File: config.mk
export PLATFORM = sky130hd
export DESIGN_NAME = ps2_host_tx_flat
export DESIGN_NICKNAME = d
export VERILOG_FILES = /design/src/rtl/ps2_host_tx_if.sv /design/src/rtl/ps2_host_tx.sv /design/src/flat_wrapper.sv
export SDC_FILE = /design/constraint.sdc
export NUM_CORES = 1
export LEC_CHECK = 0
export ABC_AREA = 1
export CAP_MARGIN = 20
export CORE_AREA = 2 2 87 89
export DETAILED_ROUTE_END_ITERATION = 10
export DIE_AREA = 0 0 89 91
export GPL_ROUTABILITY_DRIVEN = 0
export HOLD_SLACK_MARGIN = 0.12
export PLACE_DENSITY = 0.67
export SYNTH_ARGS = -nofsm -noshare
export SYNTH_HDL_FRONTEND = slang
export SYNTH_SLANG_ARGS = --single-unit
File: constraint.sdc
create_clock -name clk_50M -period 3.71 [get_ports clk_50M]
set_input_delay 0.9275 -clock clk_50M [delete_from_list [all_inputs] [get_ports clk_50M]]
set_output_delay 0.9275 -clock clk_50M [all_outputs]
set_load 0.005 [all_outputs]
File: src/rtl/ps2_host_tx_if.sv
// Bus bundle between the PS/2 host transmitter and its surroundings.
// The master side is the command source plus the pin pads; the slave side is the transmitter.
interface ps2_host_tx_if;
    logic [7:0] tx_data;
    logic       tx_valid;
    logic       tx_ready;
    logic       ps2c_i;
    logic       ps2d_i;
    logic       ps2c_oe;
    logic       ps2d_oe;
    logic       rx_inhibit;
    logic       done;
    logic       err;
    logic [1:0] err_code;

    modport master (
        output tx_data, tx_valid, ps2c_i, ps2d_i,
        input  tx_ready, ps2c_oe, ps2d_oe, rx_inhibit, done, err, err_code
    );

    modport slave (
        input  tx_data, tx_valid, ps2c_i, ps2d_i,
        output tx_ready, ps2c_oe, ps2d_oe, rx_inhibit, done, err, err_code
    );
endinterface

File: src/rtl/ps2_host_tx.sv
// Host-to-device PS/2 transmitter: sends one command byte on the open-collector PS2C/PS2D pins
// by pulling them low through output enables, and holds the keyboard receiver off meanwhile.
//
// state   | meaning
// IDLE    | bus free, ready for a command byte
// INHIBIT | PS2C held low; start bit asserted in the last cycle
// REQ     | PS2C released, start bit driven, waiting for first device clock fall
// SEND    | data bits and parity shifted out on device falls #2..#10
// ACK     | stop bit released, waiting for fall #11 to sample the device ack
// RELEASE | ack seen, waiting for both lines to return high
module ps2_host_tx #(
    parameter int INHIBIT_CYCLES = 5000,
    parameter int START_TIMEOUT  = 750000,
    parameter int XFER_TIMEOUT   = 100000,
    parameter int FILTER_LEN     = 8
) (
    input  logic         clk_50M,
    input  logic         rst_n,
    ps2_host_tx_if.slave bus
);
    localparam int CNT_SPAN = (START_TIMEOUT > XFER_TIMEOUT)
        ? ((START_TIMEOUT > INHIBIT_CYCLES) ? START_TIMEOUT : INHIBIT_CYCLES)
        : ((XFER_TIMEOUT > INHIBIT_CYCLES) ? XFER_TIMEOUT : INHIBIT_CYCLES);
    localparam int CW = $clog2(CNT_SPAN + 1);
    localparam int FW = $clog2(FILTER_LEN + 1);
    localparam logic [CW-1:0] INH_LAST  = CW'(INHIBIT_CYCLES - 1);
    localparam logic [CW-1:0] INH_PRE   = CW'(INHIBIT_CYCLES - 2);
    localparam logic [CW-1:0] START_TC  = CW'(START_TIMEOUT);
    localparam logic [CW-1:0] XFER_TC   = CW'(XFER_TIMEOUT);
    localparam logic [FW-1:0] FILT_LAST = FW'(FILTER_LEN - 1);

    typedef enum logic [2:0] {
        S_IDLE, S_INHIBIT, S_REQ, S_SEND, S_ACK, S_RELEASE
    } state_t;

    state_t        state, state_n;
    logic [CW-1:0] cnt, cnt_n, cnt_inc;
    logic [3:0]    bcnt, bcnt_n;
    logic [8:0]    sh, sh_n;
    logic          c_oe, c_oe_n, d_oe, d_oe_n;
    logic          done_q, done_n, err_q, err_n;
    logic [1:0]    code_q, code_n;
    logic          c_s1, c_s2, d_s1, d_s2;
    logic          filt, fall_q;
    logic [FW-1:0] fcnt;
    logic          ready;

    // Synchronizers plus PS2C glitch filter; fall_q pulses on a filtered 1->0 transition.
    always_ff @(posedge clk_50M) begin
        if (!rst_n) begin
            c_s1   <= 1'b1;
            c_s2   <= 1'b1;
            d_s1   <= 1'b1;
            d_s2   <= 1'b1;
            filt   <= 1'b1;
            fcnt   <= '0;
            fall_q <= 1'b0;
        end else begin
            c_s1   <= bus.ps2c_i;
            c_s2   <= c_s1;
            d_s1   <= bus.ps2d_i;
            d_s2   <= d_s1;
            fall_q <= 1'b0;
            if (c_s2 == filt) begin
                fcnt <= '0;
            end else if (fcnt == FILT_LAST) begin
                filt   <= c_s2;
                fcnt   <= '0;
                fall_q <= filt;
            end else begin
                fcnt <= fcnt + FW'(1);
            end
        end
    end

    always_ff @(posedge clk_50M) begin
        if (!rst_n) begin
            state  <= S_IDLE;
            cnt    <= '0;
            bcnt   <= '0;
            sh     <= '0;
            c_oe   <= 1'b0;
            d_oe   <= 1'b0;
            done_q <= 1'b0;
            err_q  <= 1'b0;
            code_q <= 2'b00;
        end else begin
            state  <= state_n;
            cnt    <= cnt_n;
            bcnt   <= bcnt_n;
            sh     <= sh_n;
            c_oe   <= c_oe_n;
            d_oe   <= d_oe_n;
            done_q <= done_n;
            err_q  <= err_n;
            code_q <= code_n;
        end
    end

    // The pulse cycle still counts as busy so the source cannot slip a byte in early.
    assign ready   = (state == S_IDLE) && !done_q && !err_q;
    assign cnt_inc = (cnt == {CW{1'b1}}) ? cnt : cnt + CW'(1);

    always_comb begin
        state_n = state;
        cnt_n   = cnt_inc;
        bcnt_n  = bcnt;
        sh_n    = sh;
        c_oe_n  = c_oe;
        d_oe_n  = d_oe;
        done_n  = 1'b0;
        err_n   = 1'b0;
        code_n  = code_q;
        case (state)
            S_IDLE: begin
                cnt_n  = '0;
                c_oe_n = 1'b0;
                d_oe_n = 1'b0;
                if (bus.tx_valid && ready) begin
                    sh_n    = {~^bus.tx_data, bus.tx_data};
                    bcnt_n  = '0;
                    c_oe_n  = 1'b1;
                    state_n = S_INHIBIT;
                end
            end
            S_INHIBIT: begin
                if (cnt == INH_PRE) d_oe_n = 1'b1;
                if (cnt == INH_LAST) begin
                    c_oe_n  = 1'b0;
                    d_oe_n  = 1'b1;
                    cnt_n   = '0;
                    state_n = S_REQ;
                end
            end
            S_REQ: begin
                if (fall_q) begin
                    d_oe_n  = ~sh[0];
                    sh_n    = {1'b0, sh[8:1]};
                    bcnt_n  = 4'd1;
                    cnt_n   = '0;
                    state_n = S_SEND;
                end else if (cnt_inc == START_TC) begin
                    c_oe_n  = 1'b0;
                    d_oe_n  = 1'b0;
                    err_n   = 1'b1;
                    code_n  = 2'b01;
                    state_n = S_IDLE;
                end
            end
            S_SEND, S_ACK, S_RELEASE: begin
                if (cnt_inc == XFER_TC) begin
                    c_oe_n  = 1'b0;
                    d_oe_n  = 1'b0;
                    err_n   = 1'b1;
                    code_n  = 2'b10;
                    state_n = S_IDLE;
                end else if (state == S_SEND) begin
                    if (fall_q) begin
                        bcnt_n = bcnt + 4'd1;
                        if (bcnt == 4'd9) begin
                            d_oe_n  = 1'b0;
                            state_n = S_ACK;
                        end else begin
                            d_oe_n = ~sh[0];
                            sh_n   = {1'b0, sh[8:1]};
                        end
                    end
                end else if (state == S_ACK) begin
                    if (fall_q) begin
                        bcnt_n = 4'd11;
                        if (!d_s2) begin
                            state_n = S_RELEASE;
                        end else begin
                            err_n   = 1'b1;
                            code_n  = 2'b11;
                            state_n = S_IDLE;
                        end
                    end
                end else if (filt && d_s2) begin
                    done_n  = 1'b1;
                    state_n = S_IDLE;
                end
            end
            default: state_n = S_IDLE;
        endcase
    end

    assign bus.tx_ready   = ready;
    assign bus.rx_inhibit = (state != S_IDLE);
    assign bus.ps2c_oe    = c_oe;
    assign bus.ps2d_oe    = d_oe;
    assign bus.done       = done_q;
    assign bus.err        = err_q;
    assign bus.err_code   = code_q;
endmodule
File: src/flat_wrapper.sv
// flat-port wrapper written by rule: the top's interface ports become plain ports
module ps2_host_tx_flat 
#(
    parameter int INHIBIT_CYCLES = 5000,
    parameter int START_TIMEOUT  = 750000,
    parameter int XFER_TIMEOUT   = 100000,
    parameter int FILTER_LEN     = 8
)
  (clk_50M, rst_n, bus_tx_data, bus_tx_valid, bus_ps2c_i, bus_ps2d_i, bus_tx_ready, bus_ps2c_oe, bus_ps2d_oe, bus_rx_inhibit, bus_done, bus_err, bus_err_code);
  ps2_host_tx_if bus_i ();
  input  logic clk_50M;
  input  logic rst_n;
  input wire logic [$bits(bus_i.tx_data)-1:0] bus_tx_data;
  input wire logic [$bits(bus_i.tx_valid)-1:0] bus_tx_valid;
  input wire logic [$bits(bus_i.ps2c_i)-1:0] bus_ps2c_i;
  input wire logic [$bits(bus_i.ps2d_i)-1:0] bus_ps2d_i;
  output wire logic [$bits(bus_i.tx_ready)-1:0] bus_tx_ready;
  output wire logic [$bits(bus_i.ps2c_oe)-1:0] bus_ps2c_oe;
  output wire logic [$bits(bus_i.ps2d_oe)-1:0] bus_ps2d_oe;
  output wire logic [$bits(bus_i.rx_inhibit)-1:0] bus_rx_inhibit;
  output wire logic [$bits(bus_i.done)-1:0] bus_done;
  output wire logic [$bits(bus_i.err)-1:0] bus_err;
  output wire logic [$bits(bus_i.err_code)-1:0] bus_err_code;
  assign bus_i.tx_data = bus_tx_data;
  assign bus_i.tx_valid = bus_tx_valid;
  assign bus_i.ps2c_i = bus_ps2c_i;
  assign bus_i.ps2d_i = bus_ps2d_i;
  assign bus_tx_ready = bus_i.tx_ready;
  assign bus_ps2c_oe = bus_i.ps2c_oe;
  assign bus_ps2d_oe = bus_i.ps2d_oe;
  assign bus_rx_inhibit = bus_i.rx_inhibit;
  assign bus_done = bus_i.done;
  assign bus_err = bus_i.err;
  assign bus_err_code = bus_i.err_code;
  ps2_host_tx #(.INHIBIT_CYCLES(INHIBIT_CYCLES), .START_TIMEOUT(START_TIMEOUT), .XFER_TIMEOUT(XFER_TIMEOUT), .FILTER_LEN(FILTER_LEN)) u_core (.clk_50M(clk_50M), .rst_n(rst_n), .bus(bus_i));
endmodule
### Word level (Yosys, flattened, before mapping)

Cells that the tools add are included.

| operators by class | value |
|---|---|
| reductions and logical operators | 23 |
| add/subtract/negate cells | 3 |
| multiplexer cells | 63 |
| bitwise operators | 5 |
| eq/ne operators | 35 |

Operators with widths:

| cell | number |
|---|---|
| two-way mux 20 bit | 3 |
| case mux 20 bit (3 select lines) | 1 |
| two-way mux 9 bit | 6 |
| equality test 20 x 13 -> 1 bit, second input constant | 2 |
| equality test 20 bit, second input constant | 2 |
| two-way mux 3 bit | 12 |
| two-way mux 4 bit | 7 |
| case mux 9 bit (3 select lines) | 1 |
| != test 3 x 1 -> 1 bit, second input constant | 7 |
| AND reduction 7 bit | 3 |
| adder 20 x 1 -> 20 bit, second input constant | 1 |
| equality test 20 x 17 -> 1 bit, second input constant | 1 |
| two-way mux 1 bit | 20 |
| two-way mux 2 bit | 7 |
| != test 2 x 1 -> 1 bit, second input constant | 6 |
| case mux 3 bit (4 select lines) | 1 |
| case mux 4 bit (3 select lines) | 1 |
| AND reduction 5 bit | 2 |
| OR reduction 3 bit | 3 |
| adder 4 x 1 -> 4 bit, second input constant | 2 |
| != test 2 bit, second input constant | 4 |
| != test 4 x 2 -> 1 bit, second input constant | 2 |
| case mux 1 bit (4 select lines) | 2 |
| XNOR reduction 8 bit | 1 |
| other kinds (21) | 32 |

| word-level totals | value |
|---|---|
| input bits | 13 |
| register bits after elaboration | 52 |
| output and inout port bits | 8 |
| word-level logic and storage cells | 145 |

### Depth between registers and ports, before layout

| depth | value |
|---|---|
| depth after elaboration | 6 |
| mapped depth | 18 |
| depth with buffers taken out | 18 |

### Least setup slack after synthesis

No wires, ideal clock.

| timing path | value |
|---|---|
| path kind | reg2reg |
| start point | reg u_core.cnt[0] |
| end point | reg u_core.sh[2] |
| cell stages (with the launch flop) | 15 |
| setup time | 132 ps |
| slack | 1493 ps |
| required time | 3578 ps |
| data arrival time | 2085 ps |
| buffers on the path | 2 |
| period minus slack after synthesis | 2217 ps |
| cell sequence | dfxtp_1 ha_1 nand3_1 nor2_2 nand3_4 buf_6 nand2_2 nand3_1 nor2_2 nand3_4 nor2_8 nor2_8 buf_6 nand3_1 a21oi_1 |

| on the way | value |
|---|---|
| longest elaborated chain between the ends | 5 |
| elaborated cells on any way between the ends | 6 |
| classes of those cells | add/sub: 1; eq/ne: 3; mux: 1; reduce/logical: 1 |

Ends and longest elaborated chain:

| element | RTL line | source |
|---|---|---|
| start: declaration | ps2_host_tx.sv:37 | `logic [CW-1:0] cnt, cnt_n, cnt_inc;` |
| start signal: assignment | ps2_host_tx.sv:89 | `cnt <= cnt_n;` |
| adder 20 x 1 -> 20 bit / equality test 20 bit (equally long branches) | ps2_host_tx.sv:102 | `assign cnt_inc = (cnt == {CW{1'b1}}) ? cnt : cnt + CW'(1);` |
| two-way mux 20 bit * | ps2_host_tx.sv:102 |  |
| equality test 20 x 17 -> 1 bit * | ps2_host_tx.sv:151 | `if (cnt_inc == XFER_TC) begin` |
| != test 2 bit (no line) * | n/a |  |
| AND reduction 7 bit (no line) * | n/a |  |
| end signal: assignment | ps2_host_tx.sv:91 | `sh <= sh_n;` |
| end: declaration | ps2_host_tx.sv:39 | `logic [8:0] sh, sh_n;` |

Every way passes the cells marked *; elsewhere a longest branch is shown, timed or not.
A chain may end at the register's enable or synchronous reset.

### Worst setup path in the final report

| timing path | value |
|---|---|
| start point | reg u_core.state[1] |
| end point | out bus_tx_ready |

| on the way | value |
|---|---|
| longest elaborated chain between the ends | 3 |

Ends and longest elaborated chain:

| element | RTL line | source |
|---|---|---|
| start: declaration | ps2_host_tx.sv:36 | `state_t state, state_n;` |
| start signal: assignment | ps2_host_tx.sv:88 | `state <= state_n;` |
| logical NOT 3 bit | ps2_host_tx.sv:101 | `assign ready = (state == S_IDLE) && !done_q && !err_q;` |
| logical AND 1 bit (2 in series) | ps2_host_tx.sv:101 |  |
| end: declaration | flat_wrapper.sv:17 | `output wire logic [$bits(bus_i.tx_ready)-1:0] bus_tx_ready;` |

No other way between the ends.

==> summary.txt <==
Timing
  • Final Hold Fails: 0
  • Setup violators final: 0
  • Unrepaired setup endpoints after global routing: no
  • Fin Clk Skew: 11.5 ps
  • Final worst path period share: 75.9%
  • Fin. max-slew vios: 0
  • Post-Route Setup TNS: 0 ps
  • Slew headroom: 49.2%
  • Fmax: 0.355 GHz
  • Tmin final: 2820 ps
  • Worst Tran Pin Value: 760 ps

Worst setup path
  • Crit-path max cell delay: 540 ps
  • Slowest-stage cell, CP: clkdlybuf4s50_1
  • WS Path Type: reg -> out
  • Maximum fanout along the worst path: 6
  • Startpoint types: flop
  • Crit-path cells: nor2_1 > inv_1 > nor2_1 > inv_1 > nor3_1 > clkdlybuf4s50_1
  • Critical Path End Type: output pin
  • WP buf/inv: 3
  • Worst path required time: 2780 ps
  • Critical Path AT: 1890 ps
  • CP top delay family: buffers and inverters

Hold path
  • Hold crit path type: reg -> reg

Placed design
  • HPWL Detailed: 6.61 mm
  • Placed Area: 3710 um^2
  • Port bufs: 20

Clock network
  • Post-CTS resize count: 0
  • TritonCTS Buffers: 5
  • CTS tree: done
  • Sink Count: 52
  • Max clock buf depth: 2
  • Hold_buf cts: 0
  • Worst-path clk slew: 100 ps
  • CTS root buf: clkbuf_8
  • CTS H-tree depth: 2
  • Clk Latency, worst-skew pair: 310 ps
  • Post-CTS setup repair buffer count: 0

GRT
  • Largest net degree at the start of global routing: 27
  • Initial antenna violation count: 0
  • First-pass GRT wire length: 14.1 mm
  • Vias in the first global route: 3179
  • Overflow after GRT: 0
  • GR Util All Layers: 22.0%

Layout
  • Fraction of layout cells with a size suffix above 1: 10.3%
  • Most common cell after layout, fill and taps aside: nand2_1
  • Fill cell count: 765
  • Antenna cells: 0
  • Final net count: 564
  • Most frequent cells in the layout: nand2_1, inv_1, nor2_1
  • Post-route cell area: 3800 um^2
  • Syn-to-layout area delta: 10.5%

Floorplanning
  • Ports: 21
  • Starting density of the core: 48.2%
  • # rows: 31
  • Core box area: 7140 um^2
  • Die area: 8100 um^2
  • Die X: 89 um
  • Chip Height: 91 um

Logic synthesis
  • Part of the Yosys area used for sequential elements: 30.2%
  • Synth unique cells: 38
  • FF+latch count, synth: 52
  • Avg Inst Size Synth: 6.54 um^2
  • Mapped Area: 3440 um^2
  • Syn_nets: 547
  • Synthesis Warnings: 0
  • Cells after synthesis: 526

Drt
  • Starting DRT DRC Count: 122
  • Routed via count: 3314
  • # DRC: 0
  • DRT Wirelength: 8.37 mm
  • TritonRoute pass-1 iters: 4
  • DR vias/cell: 5.15
  • Final ANT Viol Nets: 0
  • Routed wire per std cell: 13.0 um

Job
  • Max-Cap Viols: 0

Pwr
  • Seq pwr share: 38.7%
  • Combinational Power Share: 42.9%
  • Internal power: 1.09 mW
  • Worst vdd ir: 280 uV
  • Net Switching: 0.748 mW
  • Clk pwr share: 18.4%
  • Sw Share: 40.6%
  • Pwr dens: 484 nW/um^2
  • Leak: 1.64 nW

Outcome
  • Status: complete, no violations
-- metal layers --
metal  wire length (um)  vias up  global-route usage, %
met5                  0        -                      0
met4                405        0                   13.1
met3                350       31                   3.36
met2               4100      106                   37.8
met1               3510     1451                   25.1
li1                   -     1726                      -
-- through the flow --
step	utilization, %	power (mW)	hold WS, ps	cells	worst slack (ps)
3_5_place_dp	52.0	1.52	408	635	969
6_report	53.3	1.84	428	643	894
2_1_floorplan	-	1.32	393	526	1490
3_3_place_gp	52.0	1.50	396	635	1040
4_1_cts	53.3	1.86	436	643	858
5_1_grt	53.3	1.98	445	643	588
-- registers in the layout (all words and copies together) (netlist names), 2 cells and up --
name,cells
u_core.bcnt,4
u_core.bus.err_code,2
u_core.state,3
u_core.sh,9
u_core.fcnt,4
u_core.cnt,20
-- path summary, 6_finish.rpt --
check	start	slack, ps	to	cells past startpoint
worst min-delay path	u_core.c_s1	430	u_core.c_s2	1
worst max-delay path	u_core.state[1]	890	bus_tx_ready	6
worst min register to register	u_core.c_s1	430	u_core.c_s2	1
worst max register to register	u_core.cnt[0]	940	u_core.state[1]	14
-- worst reg2reg max path: stages, from the launching register on --
cell	delay, ps
dfxtp_1	420
ha_1	260
nand3_1	190
nor2_2	200
nand3_4	280
nand2_1	190
inv_1	90
nor2_1	100
nand2_1	50
nor2_1	130
nand3_1	150
nand2_1	110
nand3_1	190
o21ai_0	230
nor2_1	60
-- cell type report --
class	instances	area [um^2]	area share [%]
Multi-Input combinational cell	391	2070	54.4
Sequential cell	52	1040	27.4
Inverter	73	274	7.20
Timing Repair Buffer	20	200	5.26
Tap cell	99	124	3.26
Clock buffer	5	68.8	1.81
Clock inverter	3	26.3	0.691
-- Yosys cell counts --
library cell	count	share of area [%]
xor2_1	11	2.8
nor2_1	69	7.5
nand2_4	1	0.33
a21oi_2	2	0.51
inv_1	70	7.6
buf_6	2	0.65
a21boi_0	2	0.44
nor2_2	13	2.4
buf_4	1	0.22
nor2_4	4	1.3
nand3_2	2	0.58
nand2_1	116	13
nor3b_1	1	0.22
or2_2	4	0.73
nor4_1	2	0.36
nand4_1	14	2.5
o21ai_2	2	0.51
o21ai_0	15	2.2
o21ai_1	5	0.73
nand3_4	2	1.0
a31oi_1	2	0.36
nand3b_1	2	0.44
nand2_2	6	1.1
nor3_1	8	1.2
xnor2_1	4	1.0
inv_2	2	0.22
ha_1	8	2.9
nand3_1	53	7.7
nor2_8	2	1.2
o311ai_0	1	0.25
dfxtp_1	52	30
a21oi_1	31	4.5
clkbuf_1	6	0.65
buf_1	1	0.11
nor3_2	1	0.29
mux2_2	7	2.3
clkinv_1	1	0.11
and3_1	1	0.18
-- power groups by stage --
stage	logic (mW)	registers, mW	clock network, mW
2_1_floorplan	0.607	0.712	0
3_3_place_gp	0.778	0.724	0
3_5_place_dp	0.791	0.725	0
4_1_cts	0.792	0.712	0.353
5_1_grt	0.883	0.729	0.371
6_report	0.791	0.713	0.338
-- cell families (layout without fill, tap and decap cells) --
group | Yosys count | count (layout) | share of synthesized area (%)
buf+inv | 83 | 101 | 9.60
xor+xnor | 15 | 15 | 3.82
fa+ha+maj | 8 | 8 | 2.91
flops | 52 | 52 | 30.2
compound gates | 60 | 60 | 9.49
simple gates | 301 | 301 | 41.7
mux | 7 | 7 | 2.29
Power figures use the tool's default switching activity.
